**config.mk**
```make
export PLATFORM = sky130hd
export DESIGN_NAME = writeback_arbiter
export DESIGN_NICKNAME = d
export VERILOG_FILES = /design/src/rtl/writeback_pkg.sv /design/src/rtl/writeback_arbiter_load_align.sv /design/src/rtl/writeback_arbiter.sv
export SDC_FILE = /design/constraint.sdc
export NUM_CORES = 1
export LEC_CHECK = 0
export ABC_AREA = 1
export BUFFER_PORTS_ARGS = -buffer_cell sky130_fd_sc_hd__buf_2
export CAP_MARGIN = 20
export CORE_ASPECT_RATIO = 0.5
export CORE_MARGIN = 1.5
export CORE_UTILIZATION = 45
export DETAILED_ROUTE_END_ITERATION = 10
export PLACE_DENSITY = 0.8
export SLEW_MARGIN = 20
export SYNTH_ARGS = -nofsm -noshare
export SYNTH_HDL_FRONTEND = slang
export SYNTH_SLANG_ARGS = --single-unit
export TNS_END_PERCENT = 100
```
**constraint.sdc**
```tcl
create_clock -name clk_i -period 2.3 [get_ports clk_i]
set_input_delay 0.46 -clock clk_i [delete_from_list [all_inputs] [get_ports clk_i]]
set_output_delay 0.46 -clock clk_i [all_outputs]
set_load 0.1 [all_outputs]
```
**src/rtl/writeback_pkg.sv**
```systemverilog
// Shared writeback-stage types: WB mux select encoding, load funct3 codes, default width.
package writeback_pkg;

    localparam int XLEN_DEFAULT = 32;

    typedef enum logic [1:0] {
        WB_ALURESULT = 2'b00,
        WB_READDATA  = 2'b01,
        WB_PCPLUS    = 2'b10
    } wb_sel_e;

    localparam logic [2:0] F3_LB  = 3'b000;
    localparam logic [2:0] F3_LH  = 3'b001;
    localparam logic [2:0] F3_LW  = 3'b010;
    localparam logic [2:0] F3_LBU = 3'b100;
    localparam logic [2:0] F3_LHU = 3'b101;

endpackage

```
**src/rtl/writeback_arbiter_load_align.sv**
```systemverilog
// Load-data alignment: selects the byte/half lane from the raw memory word and extends it.
module load_align
    import writeback_pkg::*;
#(
    parameter int XLEN = XLEN_DEFAULT
) (
    input  logic [XLEN-1:0] rdata,
    input  logic [1:0]      offset,
    input  logic [2:0]      funct3,
    output logic [XLEN-1:0] data,
    output logic            illegal
);

    logic [XLEN-1:0] byte_shift;
    logic [XLEN-1:0] half_shift;
    logic [7:0]      byte_lane;
    logic [15:0]     half_lane;

    // Lane select ignores misalignment: the offset bits only pick which lane is returned.
    always_comb begin
        byte_shift = rdata >> {offset, 3'b000};
        half_shift = rdata >> {offset[1], 4'b0000};
        byte_lane  = byte_shift[7:0];
        half_lane  = half_shift[15:0];
        illegal    = 1'b0;
        data       = '0;
        case (funct3)
            F3_LB:   data = {{(XLEN-8){byte_lane[7]}}, byte_lane};
            F3_LH:   data = {{(XLEN-16){half_lane[15]}}, half_lane};
            F3_LW:   data = rdata;
            F3_LBU:  data = {{(XLEN-8){1'b0}}, byte_lane};
            F3_LHU:  data = {{(XLEN-16){1'b0}}, half_lane};
            default: illegal = 1'b1;
        endcase
    end

endmodule

```
**src/rtl/writeback_arbiter.sv**
```systemverilog
// Writeback stage: arbitrates MEM (source 0) against long-latency units with ageing,
// formats source-0 results and registers a single register-file write port.
module writeback_arbiter
    import writeback_pkg::*;
#(
    parameter int XLEN     = XLEN_DEFAULT,
    parameter int NUM_SRC  = 3,
    parameter int MAX_WAIT = 4,
    parameter int CNT_W    = 32
) (
    input  logic                           clk_i,
    input  logic                           rst_ni,
    input  logic [NUM_SRC-1:0]             src_valid_i,
    output logic [NUM_SRC-1:0]             src_ready_o,
    input  logic [NUM_SRC-1:0]             src_regen_i,
    input  logic [NUM_SRC-1:0][4:0]        src_rd_addr_i,
    input  logic [NUM_SRC-1:0][XLEN-1:0]   src_data_i,
    input  logic [1:0]                     s0_wbsel_i,
    input  logic [XLEN-1:0]                s0_alu_i,
    input  logic [XLEN-1:0]                s0_rdata_i,
    input  logic [XLEN-1:0]                s0_pcplus_i,
    input  logic [2:0]                     s0_funct3_i,
    output logic                           decode_regen_o,
    output logic [4:0]                     decode_rd_addr_o,
    output logic [XLEN-1:0]                decode_rd_o,
    output logic [CNT_W-1:0]               retire_cnt_o,
    output logic                           wb_err_o
);

    localparam int AGE_W = $clog2(MAX_WAIT + 1);
    localparam int PTR_W = $clog2(NUM_SRC);

    logic [AGE_W-1:0]  age_reg [1:NUM_SRC-1];
    logic [PTR_W-1:0]  rr_reg;
    logic [PTR_W-1:0]  grant_idx;
    logic              grant_any;
    logic [NUM_SRC-1:0] grant_vec;

    logic [XLEN-1:0]   la_data;
    logic              la_illegal;
    logic              sel_regen;
    logic [4:0]        sel_addr;
    logic [XLEN-1:0]   sel_data;
    logic              sel_illegal;

    // Source 0 payload is formatted here; its src_data_i slot carries nothing.
    logic unused_src0_data;
    assign unused_src0_data = ^src_data_i[0];

    load_align #(.XLEN(XLEN)) u_load_align (
        .rdata   (s0_rdata_i),
        .offset  (s0_alu_i[1:0]),
        .funct3  (s0_funct3_i),
        .data    (la_data),
        .illegal (la_illegal)
    );

    // Grant priority: starved secondary (lowest index), then MEM, then round-robin secondaries.
    always_comb begin
        int idx;
        grant_any = 1'b0;
        grant_idx = '0;
        for (int i = NUM_SRC - 1; i >= 1; i--) begin
            if (src_valid_i[i] && (age_reg[i] >= AGE_W'(MAX_WAIT))) begin
                grant_any = 1'b1;
                grant_idx = PTR_W'(i);
            end
        end
        if (!grant_any && src_valid_i[0]) begin
            grant_any = 1'b1;
            grant_idx = '0;
        end
        for (int k = 0; k < NUM_SRC - 1; k++) begin
            idx = ((int'(rr_reg) - 1 + k) % (NUM_SRC - 1)) + 1;
            if (!grant_any && src_valid_i[idx]) begin
                grant_any = 1'b1;
                grant_idx = PTR_W'(idx);
            end
        end
    end

    // One-hot ready, forced low while reset is asserted.
    for (genvar gi = 0; gi < NUM_SRC; gi++) begin : g_ready
        assign grant_vec[gi]   = grant_any && (grant_idx == PTR_W'(gi));
        assign src_ready_o[gi] = rst_ni && grant_vec[gi];
    end

    // Select the granted payload; illegal source-0 encodings yield zero data and no write.
    always_comb begin
        sel_regen   = 1'b0;
        sel_addr    = src_rd_addr_i[grant_idx];
        sel_data    = '0;
        sel_illegal = 1'b0;
        if (grant_idx == '0) begin
            case (s0_wbsel_i)
                WB_ALURESULT: sel_data = s0_alu_i;
                WB_PCPLUS:    sel_data = s0_pcplus_i;
                WB_READDATA: begin
                    sel_data    = la_illegal ? '0 : la_data;
                    sel_illegal = la_illegal;
                end
                default:      sel_illegal = 1'b1;
            endcase
            sel_regen = src_regen_i[0] && !sel_illegal;
        end else begin
            sel_regen = src_regen_i[grant_idx];
            sel_data  = src_data_i[grant_idx];
        end
    end

    // Ageing of waiting secondaries and round-robin pointer update.
    always_ff @(posedge clk_i or negedge rst_ni) begin
        if (!rst_ni) begin
            for (int i = 1; i < NUM_SRC; i++) age_reg[i] <= '0;
            rr_reg <= PTR_W'(1);
        end else begin
            for (int i = 1; i < NUM_SRC; i++) begin
                if (!src_valid_i[i] || grant_vec[i])
                    age_reg[i] <= '0;
                else if (age_reg[i] < AGE_W'(MAX_WAIT))
                    age_reg[i] <= age_reg[i] + AGE_W'(1);
            end
            if (grant_any && (grant_idx != '0))
                rr_reg <= (grant_idx == PTR_W'(NUM_SRC - 1)) ? PTR_W'(1) : grant_idx + PTR_W'(1);
        end
    end

    // Registered write port, retire counter and sticky error flag.
    always_ff @(posedge clk_i or negedge rst_ni) begin
        if (!rst_ni) begin
            decode_regen_o   <= 1'b0;
            decode_rd_addr_o <= '0;
            decode_rd_o      <= '0;
            retire_cnt_o     <= '0;
            wb_err_o         <= 1'b0;
        end else if (grant_any) begin
            decode_regen_o   <= sel_regen && (sel_addr != 5'd0);
            decode_rd_addr_o <= sel_addr;
            decode_rd_o      <= sel_data;
            retire_cnt_o     <= retire_cnt_o + CNT_W'(1);
            if (sel_illegal) wb_err_o <= 1'b1;
        end else begin
            decode_regen_o   <= 1'b0;
        end
    end

endmodule

```
==> results.ini, run 1 <==
[placement]
hpwl_um=15100
place_inst=1224
placed_area_sq_um=7210
io_buffers=261
gp_congestion=0.962
dp_slack_ps=52.2

[global_route]
grt_remaining_overflow=0
grt_pass1_vias=6177
track_usage_pct=29.7
grt_start_max_net_pins=52
grt_pass1_wl_um=30300
antenna_found_initial=0

[worst_hold_path]
whs_path_depth=3
holdCritPathClass=in -> reg

[sta]
fin_crit_sh_pct=104
timing.setup.tns_ps=-169
finalCriticalPeriod_ps=2390
finalSetupViolCount=2
rsz0062_at_grt=true
tightest_slew_ps=662
final_max_slew_viol_count=0
worst_slew_margin_rel_pct=55.9
fmax_mhz=419
whs_ps=357
fin_skew_ps=4.05
hold_violations=0
layout_setup_ws_ps=-89.5

[synth]
syn_inst=805
ys_async_sr_fraction_pct=100
avgSynthCellArea_sq_um=6.84
synth_nets=1028
netlist_top_cells_count=296 x nand2_1, 78 x dfrtp_1, 70 x inv_1, 60 x nor2_1, 48 x nand3_1
yosys_most_used_dff=dfrtp_1
synth_edf_count=0
synth_area_leaders=dfrtp_1 35%, nand2_1 20%, inv_1 4.8%
netlist_area_sq_um=5510
synth-seq-cells=79
synth_area_leader_cell=dfrtp_1
synth.most_common_cell=nand2_1
synth_top_area_share_pct=35.4
yosysSeqAreaShare_pct=35.9
ys_warn_count=0
yosys.cell_types.count=37

[detailed_routing]
drt_iter0_markers=504
via_per_inst=5.22
top_layer=met4
first_pass_iters=5
wl_met2_um=9120
num_vias=6539
met3_length_um=1340
drc=0
routed_wl_um=19200
wl_met1_um=8330
antenna_left=0
avgRoutedWirePerCell_um=15.3

[power_and_ir_drop]
p_per_area_nw_per_um2=1260
vdd_drop_max_mv=1.35
leakagePower_nw=4.16
fin_total_pwr_mw=9.61

[outcome]
violations=setup timing
status=finished with violations

[critical_path]
critPathMaxFanout=6
r2r_cells=12
crit_arrival_ps=1930
crit_type=reg -> out
worstSetupEndpointType=output port
worstSetupStartpointType=flop
critPathRequiredTime_ps=1840

[clocking]
cts.sinks=79
clockRootBuffer=clkbuf_16
cts.clk_slew.worst_paths_ps=60
h-tree-depth=3
numCtsBuffers=9
insertion_delay_ps=330
cts_tree=done
clockBufferDepth=2

[final_layout]
nets=1305
stdcell_area_sq_um=7640
num-fill-cells=1075
stdcell_count=1252
final_core_util_pct=64.3
area_growth_pct=38.6
diodes=0
drive_gt1_share_pct=32.7

[floorplanning]
die_w_um=159
num_rows=28
die_h_um=81.2
core-area_sq_um=11900
dieArea_sq_um=13000
ios=294
start_util_pct=46.4

[flow_run]
maxCapViolations=0

[what timing repair did]
item | in CTS | in global routing
endpoints found under the hold margin | 5 | 0
pin swaps | 7 | 2
hold buffers | 1 | 0
gates resized for setup | 8 | 3
setup buffers | 7 | 4
endpoints found under the setup margin | 3 | 4
[routing by layer]
metal	up-vias	global-route usage (%)
li1	3198	-
met1	3045	38.5
met2	259	49.3
met3	37	7.46
met4	0	9.91
met5	-	0
[placed cells by master (no fill, tap or decap), types with 9 or more instances in the layout]
cell,netlist,routed
a21oi_1,31,31
a22o_1,29,29
buf_2,5,257
o211ai_1,10,10
o21ai_0,27,27
dfrtp_1,78,71
nor3_1,15,13
inv_1,70,66
xor2_1,26,26
nand2_1,296,294
nand3_1,48,45
buf_4,4,36
nand4_1,15,15
nor2_1,60,55
clkbuf_16,0,9
[final timing paths]
path / start / to / slack [ps]
worst max-delay path: rr_reg[0]$_DFFE_PN1P_ / src_ready_o[0] / -90
worst min-delay path: src_data_i[90] / decode_rd_o[26]$_DFFE_PN0P_ / 360
worst max register to register: rr_reg[0]$_DFFE_PN1P_ / retire_cnt_o[19]$_DFFE_PN0P_ / 140
worst min register to register: age_reg[3]$_DFFE_PN0P_ / age_reg[3]$_DFFE_PN0P_ / 430
max in group asynchronous: rst_ni / retire_cnt_o[4]$_DFFE_PN0P_ / 890
min in group asynchronous: rst_ni / decode_rd_o[6]$_DFFE_PN0P_ / 520
[worst max-delay path, cell delays in order (launching register included)]
cell,delay (ps)
dfstp_2,600
nor2_2,80
nand2_2,80
nand3_4,90
nand3_4,90
nand3_4,100
nor2_4,160
inv_4,50
nor3_4,150
buf_12,200
[report_power, final]
part / switching (mW) / internal, mW
clock network: 0.545 / 0.870
registers: 0.319 / 1.86
logic: 4.65 / 1.37
total: 5.51 / 4.09
[logic make-up (layout without fill, tap and decap cells)]
kind of cell	count (synthesis)	count (layout)	synth area share (%)
flops	79	79	35.9
mux	4	4	0.727
fa+ha+maj	3	3	0.681
compound gates	123	123	14.7
xor+xnor	31	31	4.93
simple gates	457	457	35.0
buf+inv	108	390	8.02
[final cells by class]
class                           instances  area [sq um]  share of cell area [%]
Multi-Input combinational cell        618          3200                    41.9
Tap cell                              165           206                    2.70
Clock inverter                          3          42.5                   0.557
Sequential cell                        79          1990                    26.0
Timing Repair Buffer                  299          1670                    21.8
Clock buffer                           13           250                    3.28
Inverter                               75           288                    3.77
(Power assumes the default switching activity.)
==> run 2: changes to the inputs <==
Settings changed: CORE_UTILIZATION 45 to 30, PLACE_DENSITY 0.8 to not set, SKIP_LAST_GASP set to 1.
Clock period 2.3 ns to 3.1 ns, I/O delays scaled along.
==> run 2 against run 1 <==
The flow now finishes without violations. Global-route usage is 9.3 points lower. Critical path depth stayed put. Combinational power is 30% lower. Non-clock buffer count is 22 lower.
==> results.ini, run 2 (same netlist as run 1, synthesis figures left out) <==
[clocking]
clockBufferDepth=2  ; unchanged
post_cts.repair.setup_buffers=0  ; -7
h-tree-depth=3  ; unchanged
holdBufCountCts=0  ; -1
insertion_delay_ps=340  ; about the same
cts.clk_slew.worst_paths_ps=60  ; about the same
cts.sinks=79  ; unchanged
numCtsBuffers=9  ; unchanged
cts_resized=0  ; -8
clockRootBuffer=clkbuf_16
cts_tree=done

[sta]
hold_violations=0  ; unchanged
fin_crit_sh_pct=93.5
fin_skew_ps=10.9  ; +6.84 ps
finalSetupViolCount=0  ; -2
final_max_slew_viol_count=0  ; unchanged
layout_setup_ws_ps=201  ; +290 ps
rsz0062_at_grt=false
finalCriticalPeriod_ps=2900
tightest_slew_ps=683  ; +20.9 ps
worst_slew_margin_rel_pct=54.5  ; -1.4 points
fmax_mhz=345
timing.setup.tns_ps=0  ; +169 ps

[final_layout]
diodes=0  ; unchanged
area_growth_pct=35.2
stdcell_count=1299  ; +3.8%
num-fill-cells=1925  ; +79%
drive_gt1_share_pct=30.0  ; -2.6 points
nets=1283  ; -1.7%
final_common_cell=nand2_1
layout_common_cells=296 x nand2_1, 259 x buf_2, 78 x dfrtp_1

[global_route]
grt_pass1_vias=5926  ; -4.1%
track_usage_pct=20.4  ; -9.3 points
grt_pass1_wl_um=31300  ; +3.3%
antenna_found_initial=0  ; unchanged
grt_start_max_net_pins=53  ; +1.9%
grt_remaining_overflow=0  ; unchanged

[critical_path]
worstSetupStartpointType=flop
worstSetupEndpointType=output port
critPathRequiredTime_ps=2480  ; +640 ps
critPathMaxFanout=6  ; unchanged
crit_arrival_ps=2280  ; +350 ps
crit_type=reg -> out

[floorplanning]
start_util_pct=31.2  ; -15 points
num_rows=34  ; +21%
dieArea_sq_um=19200  ; +48%
die_h_um=98.8  ; +22%
die_w_um=195  ; +22%
ios=294  ; unchanged
core-area_sq_um=17700  ; +49%

[power_and_ir_drop]
leakagePower_nw=4.05  ; -2.7%
vdd_drop_max_mv=0.398  ; -71%
p_switching_mw=4.07  ; -26%
seqPwrFrac_pct=22.7  ; about the same
p_int_mw=2.91  ; -29%
fin_total_pwr_mw=6.98  ; -27%
p_comb_share_pct=60.3  ; -2.3 points
power.share.switching_pct=58.3  ; +0.90 points
p_per_area_nw_per_um2=936  ; -26%
p_clk_share_pct=17.0  ; +2.3 points

[detailed_routing]
via_per_inst=4.82  ; -7.7%
drc=0  ; unchanged
num_vias=6260  ; -4.3%
antenna_left=0  ; unchanged
drt_iter0_markers=349  ; -31%
avgRoutedWirePerCell_um=15.2  ; -0.75%
first_pass_iters=5  ; unchanged
routed_wl_um=19700  ; +3.0%

[placement]
hpwl_um=16000  ; +5.7%
place_inst=1283  ; +4.8%
io_buffers=261  ; unchanged
dp_slack_ps=375  ; +323 ps
gp_congestion=0.938  ; -2.5%

[outcome]
status=finished, final reports clean

[worst_hold_path]
holdCritPathClass=in -> async

[flow_run]
maxCapViolations=0  ; unchanged

[run 2: power by group through the flow]
stage,Clock [mW],Sequential [mW],Combinational [mW]
finish,1.19,1.58,4.20
global route,1.26,1.63,4.45
CTS,1.20,1.58,4.23
detailed placement,0,1.60,4.23
global placement,0,1.59,4.18
floorplan,0,3.66,1.29
[run 2: layer usage]
layer  GRT usage [%]  routed length [um]  vias up
met1            28.0                9260     2949
met4            3.06                 151        0
met3            2.67                 857       13
li1                -                   -     3151
met2            35.2                9470      147
met5               0                   0        -
[run 2: cell type report]
cell class / count / area (sq um) / area share, %
Clock buffer: 9 / 225 / 3.02
Sequential cell: 79 / 1980 / 26.6
Tap cell: 234 / 293 / 3.93
Timing Repair Buffer: 277 / 1440 / 19.4
Inverter: 75 / 282 / 3.78
Multi-Input combinational cell: 618 / 3120 / 41.9
Clock inverter: 7 / 104 / 1.39
[run 2: path summary, 6_finish.rpt]
| check | slack [ps] | endpoint | from | cells past startpoint |
|---|---|---|---|---|
| worst max-delay path | 200 | src_ready_o[0] | rr_reg[0]$_DFFE_PN1P_ | 9 |
| worst min-delay path | 300 | decode_rd_addr_o[2]$_DFFE_PN0P_ | rst_ni | 2 |
| worst max register to register | 740 | decode_rd_o[25]$_DFFE_PN0P_ | rr_reg[0]$_DFFE_PN1P_ | 10 |
| worst min register to register | 430 | age_reg[3]$_DFFE_PN0P_ | age_reg[3]$_DFFE_PN0P_ | 1 |
| max in group asynchronous | 1780 | decode_rd_o[25]$_DFFE_PN0P_ | rst_ni | 3 |
| min in group clk_i | 430 | age_reg[3]$_DFFE_PN0P_ | age_reg[3]$_DFFE_PN0P_ | 1 |
[run 2: critical path, cell delays in order (launching register included)]
cell	delay, ps
dfstp_2	580
inv_1	80
nand3_1	90
nand3_2	100
nand3_1	120
nand3_2	130
nor2_4	200
inv_2	90
nor3_4	100
buf_2	440
[run 2: per-stage QoR]
stage          area [sq um]  utilization (%)  hold slack (ps)
4_1_cts                7450             42.2              307
3_5_place_dp           7120             40.3              429
5_1_grt                7450             42.2              319
2_1_floorplan          5520                -              324
6_report               7450             42.2              297
3_3_place_gp           7120             40.3              420
